--- config.mk ---
export PLATFORM = sky130hd
export DESIGN_NAME = ni_flit_receiver
export DESIGN_NICKNAME = d
export VERILOG_FILES = /design/src/rtl/noc_flit_pkg.sv /design/src/rtl/noc_sync_fifo.sv /design/src/rtl/ni_flit_receiver.sv
export SDC_FILE = /design/constraint.sdc
export NUM_CORES = 1
export LEC_CHECK = 0
export CAP_MARGIN = 0
export CORE_ASPECT_RATIO = 1.2
export CORE_MARGIN = 5
export CORE_UTILIZATION = 32
export DETAILED_ROUTE_END_ITERATION = 7
export SLEW_MARGIN = 20
export SYNTH_ARGS = -nofsm -noshare
export SYNTH_HDL_FRONTEND = slang
export SYNTH_HIERARCHICAL = 1
export SYNTH_SLANG_ARGS = --single-unit
--- constraint.sdc ---
create_clock -name clk -period 13.01 [get_ports clk]
set_input_delay 3.903 -clock clk [delete_from_list [all_inputs] [get_ports clk]]
set_output_delay 3.903 -clock clk [all_outputs]
set_load 0.01 [all_outputs]
--- src/rtl/noc_flit_pkg.sv ---
// Shared types and defaults for the NI->NoC flit receive path.
package noc_flit_pkg;

  localparam logic [5:0] HEADER_TAG_DEF = 6'b101111;
  localparam logic [7:0] TAIL_FLIT_DEF  = 8'hFF;

  typedef enum logic [2:0] {
    ST_HUNT,
    ST_D0,
    ST_D1,
    ST_D2,
    ST_D3,
    ST_TAIL
  } rx_state_t;

  typedef struct packed {
    logic [1:0]  dest;
    logic [31:0] data;
  } noc_pkt_t;

endpackage

--- src/rtl/noc_sync_fifo.sv ---
// Synchronous FIFO with full/empty flags; push and pop may coincide at any occupancy.
module noc_sync_fifo #(
  parameter int unsigned WIDTH = 34,
  parameter int unsigned DEPTH = 4
) (
  input  logic             clk,
  input  logic             rst,
  input  logic             push,
  input  logic [WIDTH-1:0] push_data,
  input  logic             pop,
  output logic [WIDTH-1:0] head_data,
  output logic             full,
  output logic             empty
);

  localparam int unsigned AW = (DEPTH > 1) ? $clog2(DEPTH) : 1;

  logic [WIDTH-1:0] mem [DEPTH];
  logic [AW-1:0]    wr_ptr;
  logic [AW-1:0]    rd_ptr;
  logic [AW:0]      count;
  logic             do_push;
  logic             do_pop;

  assign full      = (count == (AW+1)'(DEPTH));
  assign empty     = (count == '0);
  assign do_pop    = pop && !empty;
  // A pop in the same cycle frees the slot, so a full FIFO may still take a push.
  assign do_push   = push && (!full || do_pop);
  assign head_data = mem[rd_ptr];

  always_ff @(posedge clk or posedge rst) begin
    if (rst) begin
      wr_ptr <= '0;
      rd_ptr <= '0;
      count  <= '0;
      for (int unsigned i = 0; i < DEPTH; i++) mem[i] <= '0;
    end else begin
      if (do_push) begin
        mem[wr_ptr] <= push_data;
        wr_ptr      <= wr_ptr + 1'b1;
      end
      if (do_pop) rd_ptr <= rd_ptr + 1'b1;
      case ({do_push, do_pop})
        2'b10:   count <= count + 1'b1;
        2'b01:   count <= count - 1'b1;
        default: count <= count;
      endcase
    end
  end

endmodule

--- src/rtl/ni_flit_receiver.sv ---
// Frames the NI flit stream into {dest, data} packets and queues them for the switch.
// Optional SHORT_PKT_EN: a tail flit in D1..D3 ends the packet early with zero-filled bytes.
module ni_flit_receiver
  import noc_flit_pkg::*;
#(
  parameter int unsigned FIFO_DEPTH = 4,
  parameter logic [5:0]  HEADER_TAG = HEADER_TAG_DEF,
  parameter logic [7:0]  TAIL_FLIT  = TAIL_FLIT_DEF,
  parameter int unsigned CNT_W      = 8
) (
  input  logic             clk,
  input  logic             rst,
  input  logic [7:0]       flit_in,
  input  logic             flit_in_valid,
  output logic             noc_ready,
  output logic [1:0]       pkt_dest,
  output logic [31:0]      pkt_data,
  output logic             pkt_valid,
  input  logic             pkt_ready,
  output logic [CNT_W-1:0] hdr_err_cnt,
  output logic [CNT_W-1:0] tail_err_cnt
);

  rx_state_t   state;
  logic [1:0]  dest_q;
  logic [31:0] data_q;
  logic        fifo_full;
  logic        fifo_empty;
  logic        accept;
  logic        push;
  logic        tail_match;
  noc_pkt_t    push_pkt;
  noc_pkt_t    head_pkt;

  assign tail_match = (flit_in == TAIL_FLIT);
  assign accept     = flit_in_valid && noc_ready;
  assign push_pkt   = '{dest: dest_q, data: data_q};

  always_comb begin
    noc_ready = 1'b1;
    if (state == ST_TAIL) noc_ready = !fifo_full;
`ifdef SHORT_PKT_EN
    if (state inside {ST_D1, ST_D2, ST_D3}) noc_ready = !fifo_full;
`endif
  end

  always_comb begin
    push = 1'b0;
    if (accept && tail_match) begin
      if (state == ST_TAIL) push = 1'b1;
`ifdef SHORT_PKT_EN
      if (state inside {ST_D1, ST_D2, ST_D3}) push = 1'b1;
`endif
    end
  end

  always_ff @(posedge clk or posedge rst) begin
    if (rst) begin
      state        <= ST_HUNT;
      dest_q       <= '0;
      data_q       <= '0;
      hdr_err_cnt  <= '0;
      tail_err_cnt <= '0;
    end else if (accept) begin
      case (state)
        ST_HUNT: begin
          if (flit_in[7:2] == HEADER_TAG) begin
            dest_q <= flit_in[1:0];
            data_q <= '0;
            state  <= ST_D0;
          end else if (hdr_err_cnt != '1) begin
            hdr_err_cnt <= hdr_err_cnt + 1'b1;
          end
        end
        ST_D0: begin
          data_q[7:0] <= flit_in;
          state       <= ST_D1;
        end
        ST_D1: begin
          data_q[15:8] <= flit_in;
          state        <= ST_D2;
`ifdef SHORT_PKT_EN
          if (tail_match) begin
            data_q[15:8] <= data_q[15:8];
            state        <= ST_HUNT;
          end
`endif
        end
        ST_D2: begin
          data_q[23:16] <= flit_in;
          state         <= ST_D3;
`ifdef SHORT_PKT_EN
          if (tail_match) begin
            data_q[23:16] <= data_q[23:16];
            state         <= ST_HUNT;
          end
`endif
        end
        ST_D3: begin
          data_q[31:24] <= flit_in;
          state         <= ST_TAIL;
`ifdef SHORT_PKT_EN
          if (tail_match) begin
            data_q[31:24] <= data_q[31:24];
            state         <= ST_HUNT;
          end
`endif
        end
        ST_TAIL: begin
          if (!tail_match && (tail_err_cnt != '1)) tail_err_cnt <= tail_err_cnt + 1'b1;
          state <= ST_HUNT;
        end
        default: state <= ST_HUNT;
      endcase
    end
  end

  noc_sync_fifo #(
    .WIDTH ($bits(noc_pkt_t)),
    .DEPTH (FIFO_DEPTH)
  ) u_fifo (
    .clk       (clk),
    .rst       (rst),
    .push      (push),
    .push_data (push_pkt),
    .pop       (pkt_ready),
    .head_data (head_pkt),
    .full      (fifo_full),
    .empty     (fifo_empty)
  );

  assign pkt_valid = !fifo_empty;
  assign pkt_dest  = head_pkt.dest;
  assign pkt_data  = head_pkt.data;

endmodule

-- Word level (Yosys, flattened, before mapping)
Index checks and enable logic that the tools add are counted.
Widths: inputs -> output; s select.
- ROM bits: 0
- output and inout bits: 52
- bits in latches: 0
- input port bits: 12
- flip-flop bits (word level): 196
- RAM bits: 0
- word-level logic and storage cells: 82
- memories kept: 0
- multiplexer cells: 17
- div/mod/pow operators: 0
- shifts and indexed selects: 0
- add/subtract/negate cells: 6
- $mul: 0
- bitwise operators: 3
- $lt $le $gt $ge: 3
- reductions and logical operators: 25
- equal/unequal tests: 13
- operators by type and width (operator ; count):
    $bwmux 136 ; 1
    $mux 34 ; 3
    $bmux 34 s2 ; 1
    $demux 34 s2 ; 1
    $pmux 8 s2 ; 4
    $mux 32 ; 1
    $reduce_and 3->1 ; 6
    $add 8x1->8 const B ; 2
    $ne 8x8->1 const B ; 2
    $pmux 3 s5 ; 1
    $reduce_bool 2->1 ; 5
    $eq 3x3->1 const B ; 3
    $eq 8x8->1 const B ; 1
    $eq 3x2->1 const B ; 2
    $eq 6x6->1 const B ; 1
    $ge 3x3->1 const B ; 2
    $logic_and 1x1->1 ; 6
    $logic_not 3->1 ; 2
    $not 2->3 ; 2
    $pmux 3 s2 ; 1
    $add 2x1->2 const B ; 2
    $reduce_and 4->1 ; 1
    $add 3x1->3 const B ; 1
    $eq 3x1->1 const B ; 1
    11 further kinds ; 15

-- Logic depth before layout (Yosys ltp)
- word-level depth: 9
- depth in mapped cells: 11
- mapped depth without buffers: 11

-- By module
The synthesis kept the hierarchy.
- by module, submodules not included (module ; cells an instance ; area an instance (um^2) ; seq. area each (um^2) ; instances):
    noc_sync_fifo ; 368 ; 6322.3 ; 3578.4 ; 1
    ni_flit_receiver ; 219 ; 2458.6 ; 1326.3 ; 1

-- Least setup slack after synthesis
Ideal clock, no wire load.
- kind: in2reg
- from: in flit_in_valid
- to: reg u_fifo.count[2]
- buffers on the path: 1
- required time: 12.931 ns
- stages on the path: 10
- arrival: 5.588 ns
- setup slack: 7.343 ns
- path through: buf_2 and4bb_1 and3_1 nand2b_1 ha_1 inv_1 fa_1 xor2_1 nor2_1 xor2_1
- cells in the longest elaborated chain, start to end: 6
- elaborated cells on any way between the ends: 8
- ends and longest elaborated chain (item ; line ; source):
    from (decl) ; ni_flit_receiver.sv:14 ; input logic flit_in_valid,
    $logic_and 1x1->1 * ; ni_flit_receiver.sv:36 ; assign accept = flit_in_valid && noc_ready;
    $logic_and 1x1->1 * ; ni_flit_receiver.sv:49 ; if (accept && tail_match) begin
    $mux 1 * ; ni_flit_receiver.sv:49 ;
    named net push ; ni_flit_receiver.sv:30 ; logic push;
    $logic_and 1x1->1 * ; noc_sync_fifo.sv:29 ; assign do_push = push && (!full || do_pop);
    $eq 2x1->1 / $eq 2x2->1 (equally long branches) ; noc_sync_fifo.sv:44 ; case ({do_push, do_pop})
    $pmux 3 s2 / $reduce_bool 2->1 (equally long branches) ; -- ;
    to (signal assigned) ; noc_sync_fifo.sv:45 ; 2'b10: count <= count + 1'b1;
    to (signal assigned) ; noc_sync_fifo.sv:46 ; 2'b01: count <= count - 1'b1;
    to (signal assigned) ; noc_sync_fifo.sv:47 ; default: count <= count;
    to (decl) ; noc_sync_fifo.sv:21 ; logic [AW:0] count;
Mark *: on every way through the listed nets, which the timed path passes. The rest lies on a longest branch.
A chain may end at the register's enable or synchronous reset.

-- Worst setup path in the final report
- from: in flit_in[5]
- to: reg u_fifo/mem[83] in the netlist's numbering
- cells in the longest elaborated chain, start to end: 4
- ends and longest elaborated chain (item ; line ; source):
    from (decl) ; ni_flit_receiver.sv:13 ; input logic [7:0] flit_in,
    $eq 8x8->1 ; ni_flit_receiver.sv:35 ; assign tail_match = (flit_in == TAIL_FLIT);
    $logic_and 1x1->1 ; ni_flit_receiver.sv:49 ;
    $mux 1 ; ni_flit_receiver.sv:49 ;
    named net push ; ni_flit_receiver.sv:30 ;
    $logic_and 1x1->1 ; noc_sync_fifo.sv:29 ;
    to (signal, indexed assignment) ; noc_sync_fifo.sv:40 ; mem[wr_ptr] <= push_data;
    to (decl) ; noc_sync_fifo.sv:18 ; logic [WIDTH-1:0] mem [DEPTH];
The timed path passes the listed nets, and every way through them passes these cells.

==> results.cfg <==
[cts]
post_cts_buffers = 0
clk_latency_ns = 0.43
root_buffer = clkbuf_16
clk_path_buf_depth = 2
post_cts_resized = 0
clock-sinks = 196
clkTransAtPathRegs_ns = 0.06
htreeDepth = 4
ctsHoldBuffers = 0
cts_tree = built
cts_buffers = 17

[routing]
drt_first_pass_iters = 4
ant_nets = 0
drc_errors = 0
drt-total-wl_mm = 18.28
vias_per_cell = 4.946
first_iter_violations = 204
routedWlPerCell_um = 18.26
vias = 4951

[timing]
fin_setup_tns_ns = 0
slew_viol_final = 0
finalCritPeriodShare = 0.5069
worst_slew_pin_slew_ns = 0.9335
final-setup-viol-count = 0
post-route-min-period_ns = 6.595
final-hold-violation-count = 0
hold_ws_ns = 0.4995
fmax_mhz = 151.6
rsz0062_at_grt = no
clock_skew_ns = 0.008594
maxSlewHeadroom = 0.3777

[die]
start_util = 0.3242
die-area_um2 = 30870
rows = 66
die_w_um = 161.2
core-area_um2 = 27090
die_height_um = 191.5
io_pins = 64

[power]
ir_drop_v = 0.0001039
power.density_nw_per_um2 = 155.8
p_leak_nw = 4.774

[global_routing]
grt_start_max_net_pins = 76
antenna_found_initial = 0
gr-total-overflow = 0
grt_pass1_vias = 5257
grt_util_all_layers = 0.1244
grt_pass1_wl_mm = 30.16

[synth]
synth_cell_type_count = 46
ys_ff_latch = 196
synth_top_area_cell = dfrtp_1
synth_common_cells = dfrtp_1 (196), mux2_2 (137), mux4_2 (34)
avgSynthCellArea_um2 = 14.96
synth-seq-area-share = 0.5586
synth.most_common_cell = dfrtp_1
syn_area_um2 = 8781
synth_top_area_frac = 0.5586
synth_ff_type = dfrtp_1
synthCells = 587
synth_edf_count = 0
synth_nets = 607
async_flop_share = 1.000
yosysWarnings = 6
synth_top_cells_by_area = dfrtp_1 (56%), mux2_2 (18%), mux4_2 (8.7%)

[place]
io_buffers = 63
place_hpwl_mm = 11.97
dp.cells = 969
gp_congestion = 0.7317
place_area_um2 = 9703

[min_path]
min_path_type = register to register
min_path_cells = 1

[run]
drv_cap = 0

[layout]
final_cell_count_no_fill = 1001
fin_util = 0.3792
area_growth_pct = 16.96
diodes = 0
drive_gt1_frac = 0.3495
design_area_um2 = 10270
final_nets = 668

[critical_path]
end_kind = register
critPathLaunchType = input port
cp.arrival_ns = 6.90
reg2reg_depth = 8
critPathKind = input port to register
cp_max_fo = 20
critPathRequiredTime_ns = 13.32
reg2reg_slack_ns = 10.03

[status]
status = finished clean
## routing by layer
| layer | vias up | share of wire | global-route usage | routed length (um) |
|---|---|---|---|---|
| li1 | 2259 | - | - | - |
| met1 | 2604 | 0.47 | 0.1711 | 8608 |
| met2 | 73 | 0.48 | 0.2005 | 8848 |
| met3 | 15 | 0.030 | 0.02178 | 547 |
| met4 | 0 | 0.015 | 0.04168 | 271 |
| met5 | - | 0 | 0 | 0 |
## metrics by stage
| step | power, mW | setup WS, ns |
|---|---|---|
| floorplan | 0.9964 | 5.269 |
| global placement | 1.108 | 5.950 |
| detailed placement | 1.113 | 5.950 |
| CTS | 1.625 | 6.403 |
| global route | 1.685 | 6.225 |
| finish | 1.600 | 6.416 |
## logic make-up (layout without fill, tap and decap cells)
group                      count (synthesis)  after routing  share of synthesized area
adders and majority gates                  8              8                    0.01225
muxes                                    181            181                     0.2751
xor gates and xnor gates                  17             17                    0.01696
DFF                                      196            196                     0.5586
buffers and inverters                     56            130                    0.03662
AOI/OAI and AO/OA                         44             44                    0.03762
and+or+nand+nor                           85             85                    0.06284
## final timing paths
path,start,end
max reg2reg,u_fifo/count[0],u_fifo/mem[83]
min,u_fifo/mem[34],u_fifo/mem[34]
min reg2reg,u_fifo/mem[34],u_fifo/mem[34]
max in group asynchronous,rst,u_fifo/mem[12]
max,flit_in[5],u_fifo/mem[83]
min in group asynchronous,rst,u_fifo/mem[69]
## where the power goes
| part | total, mW | internal (mW) | leakage [nW] | switching, mW |
|---|---|---|---|---|
| clock | 0.504 | 0.272 | 0.271 | 0.233 |
| sequential | 0.787 | 0.680 | 2.66 | 0.107 |
| combinational | 0.308 | 0.140 | 1.84 | 0.167 |
## final cells by class
type	count	area, um2
well taps	340	425.4
multi-input cells	335	3575
inverters	27	106.4
clock buffers	19	442.9
fillers	2612	16820
repair buffers	71	690.7
clock inverters	13	123.9
flip-flops and latches	196	4906
## state kept, by name, indices dropped and copies added, names as in the netlist
register / flops
u_fifo/mem: 136
data_q: 32
hdr_err_cnt: 8
tail_err_cnt: 8
state: 3
u_fifo/count: 3
dest_q: 2
u_fifo/rd_ptr: 2
u_fifo/wr_ptr: 2
## worst max-delay path, stage by stage
cell,delay (ns)
clkdlybuf4s50_1,0.74
nand4_1,0.22
nor3_4,0.36
and3_1,0.29
nand2_1,0.11
nor2_4,0.45
buf_4,0.43
mux2_2,0.38
## cell usage in the layout, fill, tap and decap left out, drive strengths merged, types with 3 or more instances in the layout
| cell type | instances |
|---|---|
| a22o | 13 |
| a31o | 3 |
| and3 | 4 |
| buf | 8 |
| clkbuf | 19 |
| clkdlybuf4s50 | 63 |
| clkinv | 5 |
| clkinvlp | 3 |
| dfrtp | 196 |
| ha | 7 |
| inv | 31 |
| mux2 | 143 |
| mux2i | 4 |
| mux4 | 34 |
| nand2 | 15 |
| nand3 | 23 |
| nand4 | 3 |
| nor2 | 17 |
| nor3 | 6 |
| nor3b | 3 |
| nor4 | 4 |
| nor4b | 4 |
| o21ai | 19 |
| xnor2 | 3 |
| xor2 | 14 |
No activity file was read; power rests on OpenSTA's default activity.
